$ cat src/rtl/secded_pkg.sv
// Shared definitions for the SECDED(8,4) link array.
// Contents: codeword/data widths, injection-mode enum, Hamming bit positions,
// and the secded84_enc encoder function (4 data bits -> 8-bit codeword).
package secded_pkg;

  localparam int unsigned CW_W   = 8;
  localparam int unsigned DATA_W = 4;

  typedef enum logic [1:0] {
    INJ_NONE   = 2'd0,
    INJ_SINGLE = 2'd1,
    INJ_DOUBLE = 2'd2,
    INJ_RSVD   = 2'd3
  } inj_mode_e;

  // Codeword bit index equals Hamming position; bit 0 holds overall parity.
  localparam int unsigned P0_POS = 0;
  localparam int unsigned P1_POS = 1;
  localparam int unsigned P2_POS = 2;
  localparam int unsigned D0_POS = 3;
  localparam int unsigned P4_POS = 4;
  localparam int unsigned D1_POS = 5;
  localparam int unsigned D2_POS = 6;
  localparam int unsigned D3_POS = 7;

  function automatic logic [CW_W-1:0] secded84_enc(input logic [DATA_W-1:0] d);
    logic [CW_W-1:0] cw;
    cw         = '0;
    cw[D0_POS] = d[0];
    cw[D1_POS] = d[1];
    cw[D2_POS] = d[2];
    cw[D3_POS] = d[3];
    cw[P1_POS] = d[0] ^ d[1] ^ d[3];
    cw[P2_POS] = d[0] ^ d[2] ^ d[3];
    cw[P4_POS] = d[1] ^ d[2] ^ d[3];
    // Even overall parity across the whole word.
    cw[P0_POS] = ^cw[CW_W-1:1];
    return cw;
  endfunction

endpackage

$ cat src/rtl/secded84_dec.sv
// Combinational SECDED(8,4) decoder for one lane.
// Ports:
//   i_cw   - received 8-bit codeword (bit index = Hamming position)
//   o_data - corrected data (raw data bits on a double error)
//   o_sec  - single error detected and corrected
//   o_ded  - double error detected, data left uncorrected
module secded84_dec
  import secded_pkg::*;
(
  input  logic [CW_W-1:0]   i_cw,
  output logic [DATA_W-1:0] o_data,
  output logic              o_sec,
  output logic              o_ded
);

  logic [2:0]      w_syn;
  logic            w_par;
  logic [CW_W-1:0] w_fixed;

  always_comb begin
    // Each syndrome bit covers the positions whose index has that bit set.
    w_syn   = {^(i_cw & 8'hF0), ^(i_cw & 8'hCC), ^(i_cw & 8'hAA)};
    w_par   = ^i_cw;
    w_fixed = i_cw;
    o_sec   = 1'b0;
    o_ded   = 1'b0;
    if (w_par) begin
      // Odd parity: single error. Syndrome 0 means pos0 itself flipped.
      o_sec = 1'b1;
      if (w_syn != 3'd0) begin
        w_fixed[w_syn] = ~i_cw[w_syn];
      end
    end else if (w_syn != 3'd0) begin
      o_ded = 1'b1;
    end
    o_data = {w_fixed[D3_POS], w_fixed[D2_POS], w_fixed[D1_POS], w_fixed[D0_POS]};
  end

endmodule

$ cat src/rtl/secded_link_array.sv
// Multi-lane SECDED encode -> fault inject -> register link -> decode pipeline.
// Ports:
//   clk, rst             - clock, async active-high reset
//   valid_in, data_in    - input word, NUM_CH packed 4-bit lanes
//   inj_mode, inj_mask   - injection mode and per-lane enable
//   inj_pos0, inj_pos1   - codeword bits to flip
//   clr_cnt              - synchronous clear of both error counters
//   valid_out, data_out  - corrected output word
//   sec_flag, ded_flag   - per-lane corrected / uncorrectable flags
//   corr_cnt, uncorr_cnt - saturating error totals
// Latency valid_in -> valid_out is LINK_DEPTH+3 cycles, one word per cycle.
module secded_link_array
  import secded_pkg::*;
#(
  parameter int unsigned NUM_CH     = 4,
  parameter int unsigned LINK_DEPTH = 2,
  parameter int unsigned CNT_W      = 8
) (
  input  logic                     clk,
  input  logic                     rst,
  input  logic                     valid_in,
  input  logic [NUM_CH*DATA_W-1:0] data_in,
  input  logic [1:0]               inj_mode,
  input  logic [NUM_CH-1:0]        inj_mask,
  input  logic [2:0]               inj_pos0,
  input  logic [2:0]               inj_pos1,
  input  logic                     clr_cnt,
  output logic                     valid_out,
  output logic [NUM_CH*DATA_W-1:0] data_out,
  output logic [NUM_CH-1:0]        sec_flag,
  output logic [NUM_CH-1:0]        ded_flag,
  output logic [CNT_W-1:0]         corr_cnt,
  output logic [CNT_W-1:0]         uncorr_cnt
);

  localparam int unsigned SUM_W = CNT_W + 5;
  localparam logic [SUM_W-1:0] SAT = SUM_W'({CNT_W{1'b1}});

  // Stage 1: encode, with inject controls travelling alongside the word.
  logic [NUM_CH*CW_W-1:0] w_enc_cw;
  logic [NUM_CH*CW_W-1:0] r_s1_cw;
  logic                   r_s1_valid;
  inj_mode_e              r_s1_mode;
  logic [NUM_CH-1:0]      r_s1_mask;
  logic [2:0]             r_s1_pos0;
  logic [2:0]             r_s1_pos1;

  always_comb begin
    for (int unsigned k = 0; k < NUM_CH; k++) begin
      w_enc_cw[k*CW_W +: CW_W] = secded84_enc(data_in[k*DATA_W +: DATA_W]);
    end
  end

  always_ff @(posedge clk or posedge rst) begin
    if (rst) begin
      r_s1_cw    <= '0;
      r_s1_valid <= 1'b0;
      r_s1_mode  <= INJ_NONE;
      r_s1_mask  <= '0;
      r_s1_pos0  <= '0;
      r_s1_pos1  <= '0;
    end else begin
      r_s1_cw    <= w_enc_cw;
      r_s1_valid <= valid_in;
      r_s1_mode  <= inj_mode_e'(inj_mode);
      r_s1_mask  <= inj_mask;
      r_s1_pos0  <= inj_pos0;
      r_s1_pos1  <= inj_pos1;
    end
  end

  // Stage 2: fault injection. Flipping the same bit twice cancels out.
  logic [CW_W-1:0]        w_flip0;
  logic [CW_W-1:0]        w_flip1;
  logic [NUM_CH*CW_W-1:0] w_inj_cw;

  always_comb begin
    w_flip0  = CW_W'(1) << r_s1_pos0;
    w_flip1  = CW_W'(1) << r_s1_pos1;
    w_inj_cw = r_s1_cw;
    for (int unsigned k = 0; k < NUM_CH; k++) begin
      if (r_s1_valid && r_s1_mask[k]) begin
        case (r_s1_mode)
          INJ_SINGLE: w_inj_cw[k*CW_W +: CW_W] = r_s1_cw[k*CW_W +: CW_W] ^ w_flip0;
          INJ_DOUBLE: w_inj_cw[k*CW_W +: CW_W] = r_s1_cw[k*CW_W +: CW_W] ^ w_flip0 ^ w_flip1;
          default:    w_inj_cw[k*CW_W +: CW_W] = r_s1_cw[k*CW_W +: CW_W];
        endcase
      end
    end
  end

  // Slot 0 is the inject register; slots 1..LINK_DEPTH form the link.
  logic [NUM_CH*CW_W-1:0] r_pipe_cw [LINK_DEPTH+1];
  logic [LINK_DEPTH:0]    r_pipe_valid;

  always_ff @(posedge clk or posedge rst) begin
    if (rst) begin
      for (int unsigned i = 0; i <= LINK_DEPTH; i++) begin
        r_pipe_cw[i] <= '0;
      end
      r_pipe_valid <= '0;
    end else begin
      r_pipe_cw[0]    <= w_inj_cw;
      r_pipe_valid[0] <= r_s1_valid;
      for (int unsigned i = 1; i <= LINK_DEPTH; i++) begin
        r_pipe_cw[i]    <= r_pipe_cw[i-1];
        r_pipe_valid[i] <= r_pipe_valid[i-1];
      end
    end
  end

  // Stage 3: per-lane decode, then registered outputs and counters.
  logic                     w_dec_valid;
  logic [NUM_CH*DATA_W-1:0] w_dec_data;
  logic [NUM_CH-1:0]        w_dec_sec;
  logic [NUM_CH-1:0]        w_dec_ded;

  assign w_dec_valid = r_pipe_valid[LINK_DEPTH];

  for (genvar g = 0; g < NUM_CH; g++) begin : g_dec
    secded84_dec u_dec (
      .i_cw   (r_pipe_cw[LINK_DEPTH][g*CW_W +: CW_W]),
      .o_data (w_dec_data[g*DATA_W +: DATA_W]),
      .o_sec  (w_dec_sec[g]),
      .o_ded  (w_dec_ded[g])
    );
  end

  logic                     r_out_valid;
  logic [NUM_CH*DATA_W-1:0] r_data_out;
  logic [NUM_CH-1:0]        r_sec;
  logic [NUM_CH-1:0]        r_ded;
  logic [CNT_W-1:0]         r_corr_cnt;
  logic [CNT_W-1:0]         r_uncorr_cnt;

  logic [SUM_W-1:0] w_sec_pop;
  logic [SUM_W-1:0] w_ded_pop;
  logic [SUM_W-1:0] w_corr_sum;
  logic [SUM_W-1:0] w_uncorr_sum;
  logic [CNT_W-1:0] w_corr_nxt;
  logic [CNT_W-1:0] w_uncorr_nxt;

  // Counters advance on the same edge that publishes the flags, so the
  // totals seen alongside valid_out already include that word.
  always_comb begin
    w_sec_pop = '0;
    w_ded_pop = '0;
    for (int unsigned k = 0; k < NUM_CH; k++) begin
      w_sec_pop = w_sec_pop + SUM_W'(w_dec_sec[k]);
      w_ded_pop = w_ded_pop + SUM_W'(w_dec_ded[k]);
    end
    w_corr_sum   = SUM_W'(r_corr_cnt) + w_sec_pop;
    w_uncorr_sum = SUM_W'(r_uncorr_cnt) + w_ded_pop;
    w_corr_nxt   = (w_corr_sum > SAT) ? SAT[CNT_W-1:0] : w_corr_sum[CNT_W-1:0];
    w_uncorr_nxt = (w_uncorr_sum > SAT) ? SAT[CNT_W-1:0] : w_uncorr_sum[CNT_W-1:0];
  end

  always_ff @(posedge clk or posedge rst) begin
    if (rst) begin
      r_out_valid <= 1'b0;
      r_data_out  <= '0;
      r_sec       <= '0;
      r_ded       <= '0;
    end else begin
      r_out_valid <= w_dec_valid;
      if (w_dec_valid) begin
        r_data_out <= w_dec_data;
        r_sec      <= w_dec_sec;
        r_ded      <= w_dec_ded;
      end else begin
        r_sec <= '0;
        r_ded <= '0;
      end
    end
  end

  always_ff @(posedge clk or posedge rst) begin
    if (rst) begin
      r_corr_cnt   <= '0;
      r_uncorr_cnt <= '0;
    end else if (clr_cnt) begin
      r_corr_cnt   <= '0;
      r_uncorr_cnt <= '0;
    end else if (w_dec_valid) begin
      r_corr_cnt   <= w_corr_nxt;
      r_uncorr_cnt <= w_uncorr_nxt;
    end
  end

  assign valid_out  = r_out_valid;
  assign data_out   = r_data_out;
  assign sec_flag   = r_sec;
  assign ded_flag   = r_ded;
  assign corr_cnt   = r_corr_cnt;
  assign uncorr_cnt = r_uncorr_cnt;

endmodule

$ cat config.mk
export PLATFORM = sky130hd
export DESIGN_NAME = secded_link_array
export DESIGN_NICKNAME = d
export VERILOG_FILES = /design/src/rtl/secded_pkg.sv /design/src/rtl/secded84_dec.sv /design/src/rtl/secded_link_array.sv
export SDC_FILE = /design/constraint.sdc
export NUM_CORES = 1
export LEC_CHECK = 0
export ABC_AREA = 0
export CAP_MARGIN = 20
export CELL_PAD_IN_SITES_DETAIL_PLACEMENT = 0
export CELL_PAD_IN_SITES_GLOBAL_PLACEMENT = 1
export CORE_MARGIN = 2
export CORE_UTILIZATION = 42
export DETAILED_ROUTE_END_ITERATION = 6
export PLACE_DENSITY = 0.84
export SETUP_SLACK_MARGIN = 0.4
export SLEW_MARGIN = 30
export SYNTH_ARGS = -nofsm -noshare
export SYNTH_HDL_FRONTEND = slang
export SYNTH_HIERARCHICAL = 1
export SYNTH_SLANG_ARGS = --single-unit
$ cat constraint.sdc
create_clock -name clk -period 6.6 [get_ports clk]
set_input_delay 1.98 -clock clk [delete_from_list [all_inputs] [get_ports clk]]
set_output_delay 1.98 -clock clk [all_outputs]
set_load 0.005 [all_outputs]
; After elaboration in Yosys (flattened, before gate mapping)
; Cells that the tools add are included.
[word_totals]
reg_bits = 185
latchBits = 0
mem_bits_rw = 0
rom_bits = 0
in_bits = 32
output_inout_bits = 41
elab_cells = 163
mem_count = 0
[classes]
addsub = 8
mul = 0
n_div = 0
n_lt_le_gt_ge = 10
n_eq_ne = 2
shift = 2
n_mux = 56
n_bitwise = 36
reduce_logical = 33
[op_table]
columns = op, n
row1 = $mux W8, 18
row2 = $reduce_xor A8 Y1, 16
row3 = $pmux W8 S2, 4
row4 = $xor A8 B8 Y8, 8
row5 = $bwmux W8, 4
row6 = $reduce_xor A7 Y1, 4
row7 = $xor A1 B1 Y1, 24
row8 = $mux W1, 20
row9 = $add A8 B4 Y9, 2
row10 = $gt A9 B8 Y1 const B, 2
row11 = $lt A3 B4 Y1 const B, 4
row12 = $shl A1 B3 Y8 const A, 2
row13 = $bmux W1 S3, 4
row14 = $demux W1 S3, 4
row15 = $ge A3 B1 Y1 const B, 4
row16 = $reduce_bool A3 Y1, 4
row17 = $add A3 B1 Y4, 2
row18 = $logic_and A1 B1 Y1, 8
row19 = $mux W4, 2
row20 = $add A2 B1 Y3, 2
row21 = $add A1 B1 Y2, 2
row22 = $not A1 Y1, 4
row23 = $eq A2 B1 Y1 const B, 1
row24 = $eq A2 B2 Y1 const B, 1
row25 = $reduce_bool A2 Y1, 1

; Longest topological paths before layout
; Gate-level depths: netlist of run 1.
[depth]
depth_word = 12
mapped_depth = 15
depth_no_buf = 14

; Modules after synthesis
; The synthesis of run 1 kept the hierarchy.
[modules_own_cells]
columns = module, n_inst, cells_each, area_per_inst_um2, seq_area_each_um2
row1 = secded_link_array, 1, 482, 6776.5, 4629.4
row2 = secded84_dec, 4, 79, 554.3, 0.0

; Worst setup path after synthesis of run 1
; OpenSTA, ideal clock, no wires.
[synth_path]
path_kind = register -> register
from = reg r_pipe_cw[5] in the netlist's numbering
to = reg r_uncorr_cnt[2], in the netlist uncorr_cnt[2]
setup_time_ns = 0.136
arrival_ns = 3.163
required_time_ns = 6.464
path_slack_ns = 3.301
path_stages_with_launch = 16
path_buffers = 1
period_less_slack_ns = 3.299
path_cell_list = dfrtp_1 buf_2 xor2_1 nor2_1 a21oi_1 nand2_1 a21boi_0 fa_1 inv_1 fa_1 inv_1 fa_1 and4_1 nand2_1 and4_1 nor3_1
[synth_between]
elab_chain_cells = 12
elab_cells_between_ends = 14
classes_between = add/sub (4) / order compare (1) / mux (5) / reduce/logical (4)
[synth_lines]
columns = item, line
row1 = "start, declared", secded_link_array.sv:93  ; logic [NUM_CH*CW_W-1:0] r_pipe_cw [LINK_DEPTH+1];
row2 = "start signal, assigned by index", secded_link_array.sv:106  ; r_pipe_cw[i] <= r_pipe_cw[i-1];
row3 = $reduce_xor A8 Y1, secded84_dec.sv:22  ; w_syn = {^(i_cw & 8'hF0), ^(i_cw & 8'hCC), ^(i_cw & 8'hAA)};
row4 = $reduce_bool A3 Y1, secded84_dec.sv:33  ; end else if (w_syn != 3'd0) begin
row5 = $mux W1, secded84_dec.sv:33
row6 = $mux W1 *, secded84_dec.sv:27  ; if (w_par) begin
row7 = net w_dec_ded[0], secded_link_array.sv:116  ; logic [NUM_CH-1:0] w_dec_ded;
row8 = $add A1 B1 Y2 *, secded_link_array.sv:150  ; w_ded_pop = w_ded_pop + SUM_W'(w_dec_ded[k]);
row9 = $add A2 B1 Y3 *, secded_link_array.sv:150
row10 = $add A3 B1 Y4 *, secded_link_array.sv:150
row11 = $add A8 B4 Y9 *, secded_link_array.sv:153  ; w_uncorr_sum = SUM_W'(r_uncorr_cnt) + w_ded_pop;
row12 = $gt A9 B8 Y1, secded_link_array.sv:155  ; w_uncorr_nxt = (w_uncorr_sum > SAT) ? SAT[CNT_W-1:0] : w_uncorr_sum[CNT_W-1:0];
row13 = $mux W8 *, secded_link_array.sv:155
row14 = $mux W8 *, secded_link_array.sv:184  ; end else if (w_dec_valid) begin
row15 = $mux W8 *, secded_link_array.sv:181  ; end else if (clr_cnt) begin
row16 = "end signal, assigned", secded_link_array.sv:186  ; r_uncorr_cnt <= w_uncorr_nxt;
row17 = "end, declared", secded_link_array.sv:134  ; logic [CNT_W-1:0] r_uncorr_cnt;
; The timed path passes the listed nets; every way through them passes the cells marked *. The select of a mux whose other input is x is not followed.
; A chain may end at the register's enable or synchronous reset.

; Worst setup path in the final report of run 1
[layout_path]
from = reg r_pipe_cw[7] in the netlist's numbering
to = reg r_uncorr_cnt[2], in the netlist uncorr_cnt[2]
; The elaborated chain is that of the path after synthesis.

==> metrics, run 1 <==
Async S/R FF share, synth=between 90% and 100%; Main synth FF type=dfrtp_1; post-CTS setup buffer count=0; vias=around 6000; total power=about 3.4 mW; largest net degree at the start of global routing=roughly 190; Worst Tran Pin Value=approximately 660 ps; Max Transition Viols Final=0; synthesis-stage register bit count=about 190; post-CTS sizing=0; layout cells sized above 1=under 10%; Worst Hold Class=reg2reg; number of synthesized flops with an enable pin=0; initial DRC count=380; sequential share of the synthesized area=51.5%; max-cap violation count=0; Pwr Density=roughly 330 nW/µm²; initial antenna violation count=0; R2R Setup Slk=about 2700 ps; vias in the first global route=5863; Nets=881; CTS Buf Count=17; DR vias/cell=roughly 5.3; DRT antenna net count=0; Max Fclk=about 0.26 GHz; TritonCTS sink count=around 190; library cells used by synthesis=59; I/O Pins=73; placer congestion estimate=between 0.8 and 0.9; Final Hold Viols=0; worst IR drop on VDD=about 0.22 mV; RSZ-0062 raised after global routing=false; Post-Route Setup TNS=0 ps; Post-Synthesis Cells=roughly 800; Initial Util=between 40% and 50%; chip width=around 150 µm; crit-path max FO=15; number of port buffers=72; die area=~23000 µm²; Leakage=4.16 nW; Clock Pin Slew Worst Setup and Hold Paths=approximately 70 ps; Worst setup SP type=flip-flop; Worst-Skew Late Latency=430 ps; Root Buffer=clkbuf_16; min cycle time layout=roughly 3900 ps; Antenna Cells=0; Hold Slack=roughly 340 ps; row count=53; global-route wire length before repair=30000 µm; relative max-transition margin=56.1%; # H-tree levels=4; Post-CTS Hold Fix Bufs=0; Syn-to-layout area delta=15.5%; Mapped Area=8990 µm²; clk_skew=about 7.9 ps; synthesized area per cell=approximately 11 µm²; Setup CP Type=reg2reg; total gr overflow=0; WP data required=slightly below 7000 ps; buffer depth of the longest clock path=2; crit end category=flip-flop; wire per inst=15.8 µm; routed wire length=17800 µm; DR pass1 iterations=4; final routed DRC violation total=0; CORE AREA=roughly 21000 µm²; final worst-path cycle share=about three fifths; endpoints failing setup=0; arrival time at the worst endpoint=about 4200 ps; TritonCTS clock tree=done; outcome=finished, final reports clean; chip height=150 µm; DP HPWL=12300 µm; Synthesis Warnings=6; Synth Net Count=840; GRT Util Overall=roughly 17%
==> cells by family (layout without fill, tap and decap cells) <==
family	Yosys count	in the layout	share of synthesized area, %
compound gates	179	179	14.5
xor+xnor	104	104	10.5
fa+ha+maj	10	10	1.89
buf+inv	70	123	4.15
flops	185	185	51.5
mux	21	21	2.62
simple gates	229	229	14.9
==> metrics by stage <==
step	instance area, µm²	setup slack [ps]	utilization [%]	cells
6_report	10400	2720	49.4	1126
5_1_grt	10400	2410	49.4	1126
4_1_cts	10400	2730	49.3	1125
3_5_place_dp	9780	2740	46.5	1094
3_3_place_gp	9780	2910	46.5	1094
2_1_floorplan	9000	2240	-	798
==> layout by cell type, fill, tap and decap left out, drive strengths merged, types with 6 or more instances in the layout <==
| cell | instances |
|---|---|
| and3b | 7 |
| nor3 | 49 |
| clkdlybuf4s50 | 72 |
| mux2 | 20 |
| nor2b | 6 |
| dfrtp | 185 |
| o211ai | 9 |
| nand2 | 52 |
| and4 | 7 |
| nor2 | 35 |
| fa | 6 |
| a21oi | 26 |
| nand4bb | 7 |
| xnor2 | 76 |
| o31ai | 72 |
| o21ai | 24 |
| nand4 | 6 |
| inv | 20 |
| xor2 | 28 |
| a21boi | 8 |
| and2 | 9 |
| clkbuf | 18 |
==> power breakdown <==
group	internal, mW	leakage [nW]	switching, mW
clock	0.569	0.283	0.430
sequential	1.29	2.22	0.150
combinational	0.473	1.66	0.501
==> synthesized netlist by cell type, types with 5 or more instances <==
cell type	n	area, µm²
dfrtp_1	185	4630
o31ai_1	72	541
xnor2_1	72	631
nand2_1	52	195
nor3_1	49	245
nor2_1	34	128
xor2_1	28	245
a21oi_1	26	130
buf_2	25	125
mux2_2	20	225
inv_1	17	63.8
o21ai_0	14	70.1
buf_4	13	97.6
clkbuf_1	11	41.3
o21ai_1	10	50.1
and2_1	9	56.3
o211ai_1	9	67.6
a21boi_0	8	60.1
and3b_1	7	61.3
and4_1	7	61.3
nand4bb_1	7	78.8
fa_1	6	120
nand4_1	6	37.5
nor2b_1	6	37.5
a211oi_1	5	37.5
a311oi_1	5	43.8
and3_1	5	31.3
nand2b_1	5	31.3
or3_1	5	31.3
==> path summary, 6_finish.rpt <==
kind	start	endpoint	cells past startpoint
max reg2reg	r_pipe_cw[7]	uncorr_cnt[2]	14
max	r_pipe_cw[7]	uncorr_cnt[2]	14
min	r_pipe_cw[52]	r_pipe_cw[20]	0
max in group asynchronous	rst	data_out[0]	4
min reg2reg	r_pipe_cw[52]	r_pipe_cw[20]	0
min in group asynchronous	rst	r_s1_cw[11]	3
==> metal layers <==
metal	up-vias	part of all wire, %	wire [µm]	track usage (%)
li1	2977	-	-	-
met1	2838	47	8390	23.2
met2	130	47	8420	26.3
met3	29	3.4	609	3.73
met4	0	2.2	388	6.27
met5	-	0	0	0
==> state kept, by name, indices dropped and copies added, names as in the netlist <==
name,flops
r_s1_mask,4
r_pipe_valid,3
sec_flag,4
r_pipe_cw,96
corr_cnt,8
r_s1_cw,32
uncorr_cnt,8
data_out,16
r_s1_pos0,3
ded_flag,4
r_s1_pos1,3
r_s1_valid,1
valid_out,1
r_s1_mode,2
==> cell type report <==
cell class                      instances  area (µm²)
Tap cell                              275         344
Sequential cell                       185        4630
Clock inverter                         13         143
Timing Repair Buffer                   75         776
Inverter                               17        67.6
Clock buffer                           18         439
Fill cell                            1849       10600
Multi-Input combinational cell        543        3990
==> critical path, cell delays in order (launching register included) <==
cell	delay, ps
dfrtp_1	680
xor2_1	360
nor2_1	100
a21oi_1	200
nand2_1	70
a21boi_0	440
fa_1	500
inv_1	80
fa_1	180
inv_1	50
fa_1	440
and4_1	280
nand2_1	100
and4_1	190
nor3_1	50
Note: power is estimated with default switching activity, not from simulation.
==> run 2, diff against run 1 <==
CORE_UTILIZATION = 43   (was 42)
PLACE_DENSITY = 0.82   (was 0.84)
clock period = 3.9 ns   (was 6.6 ns; I/O delays follow)
==> run 2 against run 1 <==
Compared with the run above:
- critical endpoint is now uncorr_cnt[6]
- cell area up 4.0%
- global-route usage rose by 0.34 points
- register-to-register slack lost 2200 ps
- wire length rose by 3.7%
- clock power is 61% higher
- non-clock buffer count rose by 25
- die area down 2.3%
- largest power group unchanged
- critical path depth unchanged
- core utilization up 3.7 points
- critical path type unchanged
- cell count grew 1.9%
==> metrics, run 2 (synthesized netlist as in run 1, its figures left out) <==
outcome=finished, final reports clean; GR Layer Usage met2=27.3% (+1.0 points); vias in the first global route=5846 (-0.29%); DR vias/cell=5.37 (+1.2%); Syn-to-layout area delta=20.2%; Root Buffer=clkbuf_16; most common cell after layout, fill and taps aside=dfrtp_1; Initial Util=44.2% (+1.4 points); wire per inst=16.1 µm (+1.8%); most used routing layer=met2; Final Hold Viols=0 (unchanged); Final Cell Area=10800 µm² (+4.0%); Worst Hold Class=reg2reg; worst IR drop on VDD=0.357 mV (+59%); most frequent CP cell=fa_1; chip width=149 µm (-1.1%); Fillers=1761 (-4.8%); Antenna Cells=0 (unchanged); largest net degree at the start of global routing=55 (-70%); Clock Pin Slew Worst Setup and Hold Paths=70 ps (about the same); multi-input combinational cell area=4230 µm² (+6.1%); number of port buffers=72 (unchanged); # H-tree levels=4 (unchanged); max-cap violation count=0 (unchanged); final worst-path cycle share=86.2% (+27 points); Max Transition Viols Final=0 (unchanged); routed wire length=18500 µm (+3.7%); Placed Cells=1103 (+0.82%); slowest CP cell=dfrtp_2; crit-path max cell delay=500 ps (-180 ps); initial antenna violation count=0 (unchanged); Post-Route Setup TNS=0 ps (unchanged); layout cells sized above 1=17.3% (+7.5 points); die area=22100 µm² (-2.3%); GRT Util Overall=17.2% (+0.34 points); row count=52 (-1.9%); vias=6159 (+3.1%); chip height=149 µm (-1.1%); CTS Buf Count=17 (unchanged); register area=4650 µm² (+0.49%); DP Area=9900 µm² (+1.3%); Non-Filler Instances=1147 (+1.9%); WP data required=4190 ps (-2690 ps); min cycle time layout=3360 ps (-517 ps); buffer depth of the longest clock path=2 (unchanged); arrival time at the worst endpoint=3650 ps (-510 ps); Nets=906 (+2.8%); global-route wire length before repair=30100 µm (+0.53%); most flop-heavy register=r_pipe_cw; I/O Pins=73 (unchanged); Max Fclk=0.298 GHz (+15%); clk_skew=9.80 ps (+1.89 ps); DRT antenna net count=0 (unchanged); DP HPWL=12800 µm (+4.3%); Worst setup SP type=flip-flop; Worst Tran Pin Value=607 ps (-52.0 ps); final routed DRC violation total=0 (unchanged); DR pass1 iterations=4 (unchanged); placer congestion estimate=0.822 (+0.77%); max reg flops=96 (unchanged); worst-path cell chain=xor2_4 > xnor2_2 > nand2b_4 > a21boi_0 > buf_4 > fa_1 > inv_1 > fa_1 > inv_1 > fa_1 > buf_4 > and3_1 > a21oi_1 > a311oi_1; relative max-transition margin=59.2% (+3.2 points); Pwr Density=546 nW/µm² (+66%); met1 Resource Use GR=24.2% (+1.0 points); RSZ-0062 raised after global routing=false; TritonCTS clock tree=done; Top delay family on crit path=adder cells; Worst-Skew Late Latency=430 ps (about the same); Setup CP Type=reg2reg; crit end category=flip-flop; initial DRC count=449 (+18%); crit path buf inv count=4 (+2); M3 GR Usage=2.85% (-0.87 points); TritonCTS sink count=185 (unchanged); total gr overflow=0 (unchanged); crit-path max FO=6 (-9); Leakage=4.34 nW (+4.3%); CORE AREA=20400 µm² (-3.1%); most frequent cells in the layout=169 x dfrtp_1, 72 x o31ai_1, 72 x clkdlybuf4s50_1; endpoints failing setup=0 (unchanged); Post-CTS Hold Fix Bufs=0 (unchanged)
run 2: layer usage:
metal	up-vias	wire length (µm)
met1	2963	8640
met4	0	306
met2	142	9000
met5	-	0
met3	28	539
li1	3026	-
run 2: final cells by class:
class                   instances  area share [%]
flip-flops and latches        185            43.0
clock buffers                  19            4.10
inverters                      17           0.625
clock inverters                13            1.02
multi-input cells             543            39.2
well taps                     270            3.12
repair buffers                100            8.94
run 2: what timing repair did:
action                                  in CTS  in global routing
endpoints found under the setup margin       6                 15
setup buffers                                0                 12
gates resized for setup                      4                 48
pin swaps                                    0                  3
cloned                                       0                  0
run 2: final timing paths:
check,from,slack [ps],end,cells after the start
max in group asynchronous,rst,1950,r_s1_cw[1],4
setup reg to reg,r_pipe_cw[3],540,uncorr_cnt[6],14
setup / recovery,r_pipe_cw[3],540,uncorr_cnt[6],14
min in group asynchronous,rst,1150,r_s1_cw[28],2
hold / removal,r_pipe_cw[55],340,r_pipe_cw[23],0
hold reg to reg,r_pipe_cw[55],340,r_pipe_cw[23],0
run 2: per-stage QoR:
step	utilization [%]	power (mW)	hold slack [ps]	setup WS, ps
CTS	51.4	5.83	344	401
finish	53.1	5.90	341	540
floorplan	-	3.58	331	351
global route	53.1	6.29	347	352
detailed placement	48.6	4.19	335	333
global placement	48.6	4.17	331	446
run 2: power by group:
part	switching, mW	internal, mW
logic	0.910	0.935
registers	0.263	2.18
clock network	0.762	0.850
total	1.94	3.97
==> run 3, diff against run 2 <==
SKIP_CTS_REPAIR_TIMING = 1   (was unset)
==> run 3 against run 2 <==
Compared with the run above:
- clock skew grew 0.91 ps
- clock-buffer cell count did not move
- worst setup slack improved by 11 ps
- worst hold slack is essentially flat
- cell area is the same
- sequential share of layout area unchanged
- critical path depth unchanged
- sequential cell count unchanged
- register-to-register slack barely moved
- wire length shrank 0.14%
- critical endpoint unchanged
- largest power group unchanged
- highest routed layer unchanged
==> metrics, run 3 (synthesized netlist as in run 1, its figures left out) <==
outcome=finished, final reports clean; slowest CP cell=dfrtp_2; # H-tree levels=4 (unchanged); Int Pwr=3.97 mW (about the same); most frequent CP cell=fa_1; Setup CP Type=reg2reg; chip width=149 µm (unchanged); Worst-Skew Late Latency=430 ps (about the same); Leakage=4.34 nW (unchanged); most frequent cells in the layout=169 x dfrtp_1, 72 x o31ai_1, 72 x clkdlybuf4s50_1; Worst Tran Pin Value=608 ps (+0.557 ps); min cycle time layout=3350 ps (-10.9 ps); vias in the first global route=5853 (+0.12%); wire per inst=16.1 µm (-0.14%); TritonCTS sink count=185 (unchanged); Pwr Density=546 nW/µm² (about the same); Root Buffer=clkbuf_16; wire length on met3=516 µm (-4.3%); routed wire length=18500 µm (-0.14%); final worst-path cycle share=85.9% (-0.28 points); row count=52 (unchanged); crit-path max cell delay=500 ps (about the same); number of port buffers=72 (unchanged); chip height=149 µm (unchanged); DP HPWL=12800 µm (unchanged); Post-Route Setup TNS=0 ps (unchanged); arrival time at the worst endpoint=3640 ps (about the same); DR vias/cell=5.35 (-0.31%); largest net degree at the start of global routing=55 (unchanged); worst-path cell chain=xor2_4 > xnor2_2 > nand2b_4 > a21boi_0 > buf_4 > fa_1 > inv_1 > fa_1 > inv_1 > fa_1 > buf_4 > and3_1 > a21oi_1 > a311oi_1; RSZ-0062 raised after global routing=false; max-cap violation count=0 (unchanged); buffer depth of the longest clock path=2 (unchanged); total power=5.90 mW (about the same); Max Used Layer=met4; GRT Util Overall=17.2% (about the same); Fillers=1761 (unchanged); die area=22100 µm² (unchanged); fin util=53.1% (unchanged); crit end category=flip-flop; Syn-to-layout area delta=20.2% (unchanged); layout cells sized above 1=17.3% (unchanged); DR pass1 iterations=4 (unchanged); TritonCTS clock tree=done; clock share of power=27.3% (about the same); Worst setup SP type=flip-flop; CORE AREA=20400 µm² (unchanged); crit-path max FO=6 (unchanged); Nets=906 (unchanged); Logic pwr share=31.2% (about the same); max reg flops=96 (unchanged); relative max-transition margin=59.2% (about the same); Clock Pin Slew Worst Setup and Hold Paths=70 ps (about the same); WL met1=8640 µm (about the same); crit path buf inv count=4 (unchanged); Final Hold Viols=0 (unchanged); most flop-heavy register=r_pipe_cw; clk_skew=10.7 ps (+0.905 ps); Max Transition Viols Final=0 (unchanged); initial antenna violation count=0 (unchanged); Worst Hold Class=reg2reg; total gr overflow=0 (unchanged); most common cell after layout, fill and taps aside=dfrtp_1; Initial Util=44.2% (unchanged); final routed DRC violation total=0 (unchanged); I/O Pins=73 (unchanged); Max Fclk=0.299 GHz (+0.33%); Antenna Cells=0 (unchanged); endpoints failing setup=0 (unchanged); Sw Ratio=32.8% (about the same); worst IR drop on VDD=0.359 mV (+0.70%); initial DRC count=438 (-2.4%); placer congestion estimate=0.822 (unchanged); WP data required=4190 ps (about the same); DRT antenna net count=0 (unchanged); WL met2=8910 µm (-0.90%); Switch Pwr=1.94 mW (about the same); global-route wire length before repair=30100 µm (about the same); Seq pwr share=41.4% (about the same); Top delay family on crit path=adder cells; vias=6140 (-0.31%); CTS Buf Count=17 (unchanged)
==> run 3: cell counts in the layout (fill, tap and decap cells not counted) <==
Identical to the previous run, type by type.
==> run 3: path summary, 6_finish.rpt <==
check | startpoint | to | slack [ps] | cells past startpoint
worst max-delay path | r_pipe_cw[3] | uncorr_cnt[6] | 550 | 14
worst min-delay path | r_pipe_cw[55] | r_pipe_cw[23] | 340 | 0
worst max register to register | r_pipe_cw[3] | uncorr_cnt[6] | 550 | 14
worst min register to register | r_pipe_cw[55] | r_pipe_cw[23] | 340 | 0
max in group asynchronous | rst | r_s1_cw[1] | 1950 | 4
min in group asynchronous | rst | r_s1_cw[28] | 1150 | 2
==> run 3: area by class of cell <==
| type | count | area [µm²] | share of cell area, % |
|---|---|---|---|
| multi-input combinational | 543 | 4230 | 39.2 |
| sequential | 185 | 4650 | 43.0 |
| clock buffer | 19 | 443 | 4.10 |
| timing repair buffer | 100 | 966 | 8.94 |
| clock inverter | 13 | 110 | 1.02 |
| tap | 270 | 338 | 3.12 |
| inverter | 17 | 67.6 | 0.625 |
==> run 3: layer usage <==
layer | vias up | GRT usage, %
li1 | 3027 | -
met1 | 2953 | 24.1
met2 | 134 | 27.2
met3 | 26 | 2.98
met4 | 0 | 6.14
met5 | - | 0
==> run 3: stage by stage <==
step	cells	setup slack, ps	instance area [µm²]	hold WS, ps
after floorplan	798	351	9000	331
after global placement	1103	446	9900	331
after detailed placement	1103	333	9900	335
after CTS	1135	339	10500	344
after global routing	1147	359	10800	347
final	1147	551	10800	340
==> run 3: power by group through the flow <==
stage | Clock, mW | Sequential, mW | Combinational [mW]
after floorplan | 0 | 2.33 | 1.25
after global placement | 0 | 2.46 | 1.71
after detailed placement | 0 | 2.46 | 1.72
after CTS | 1.66 | 2.43 | 1.73
after global routing | 1.75 | 2.49 | 2.06
final | 1.61 | 2.45 | 1.84
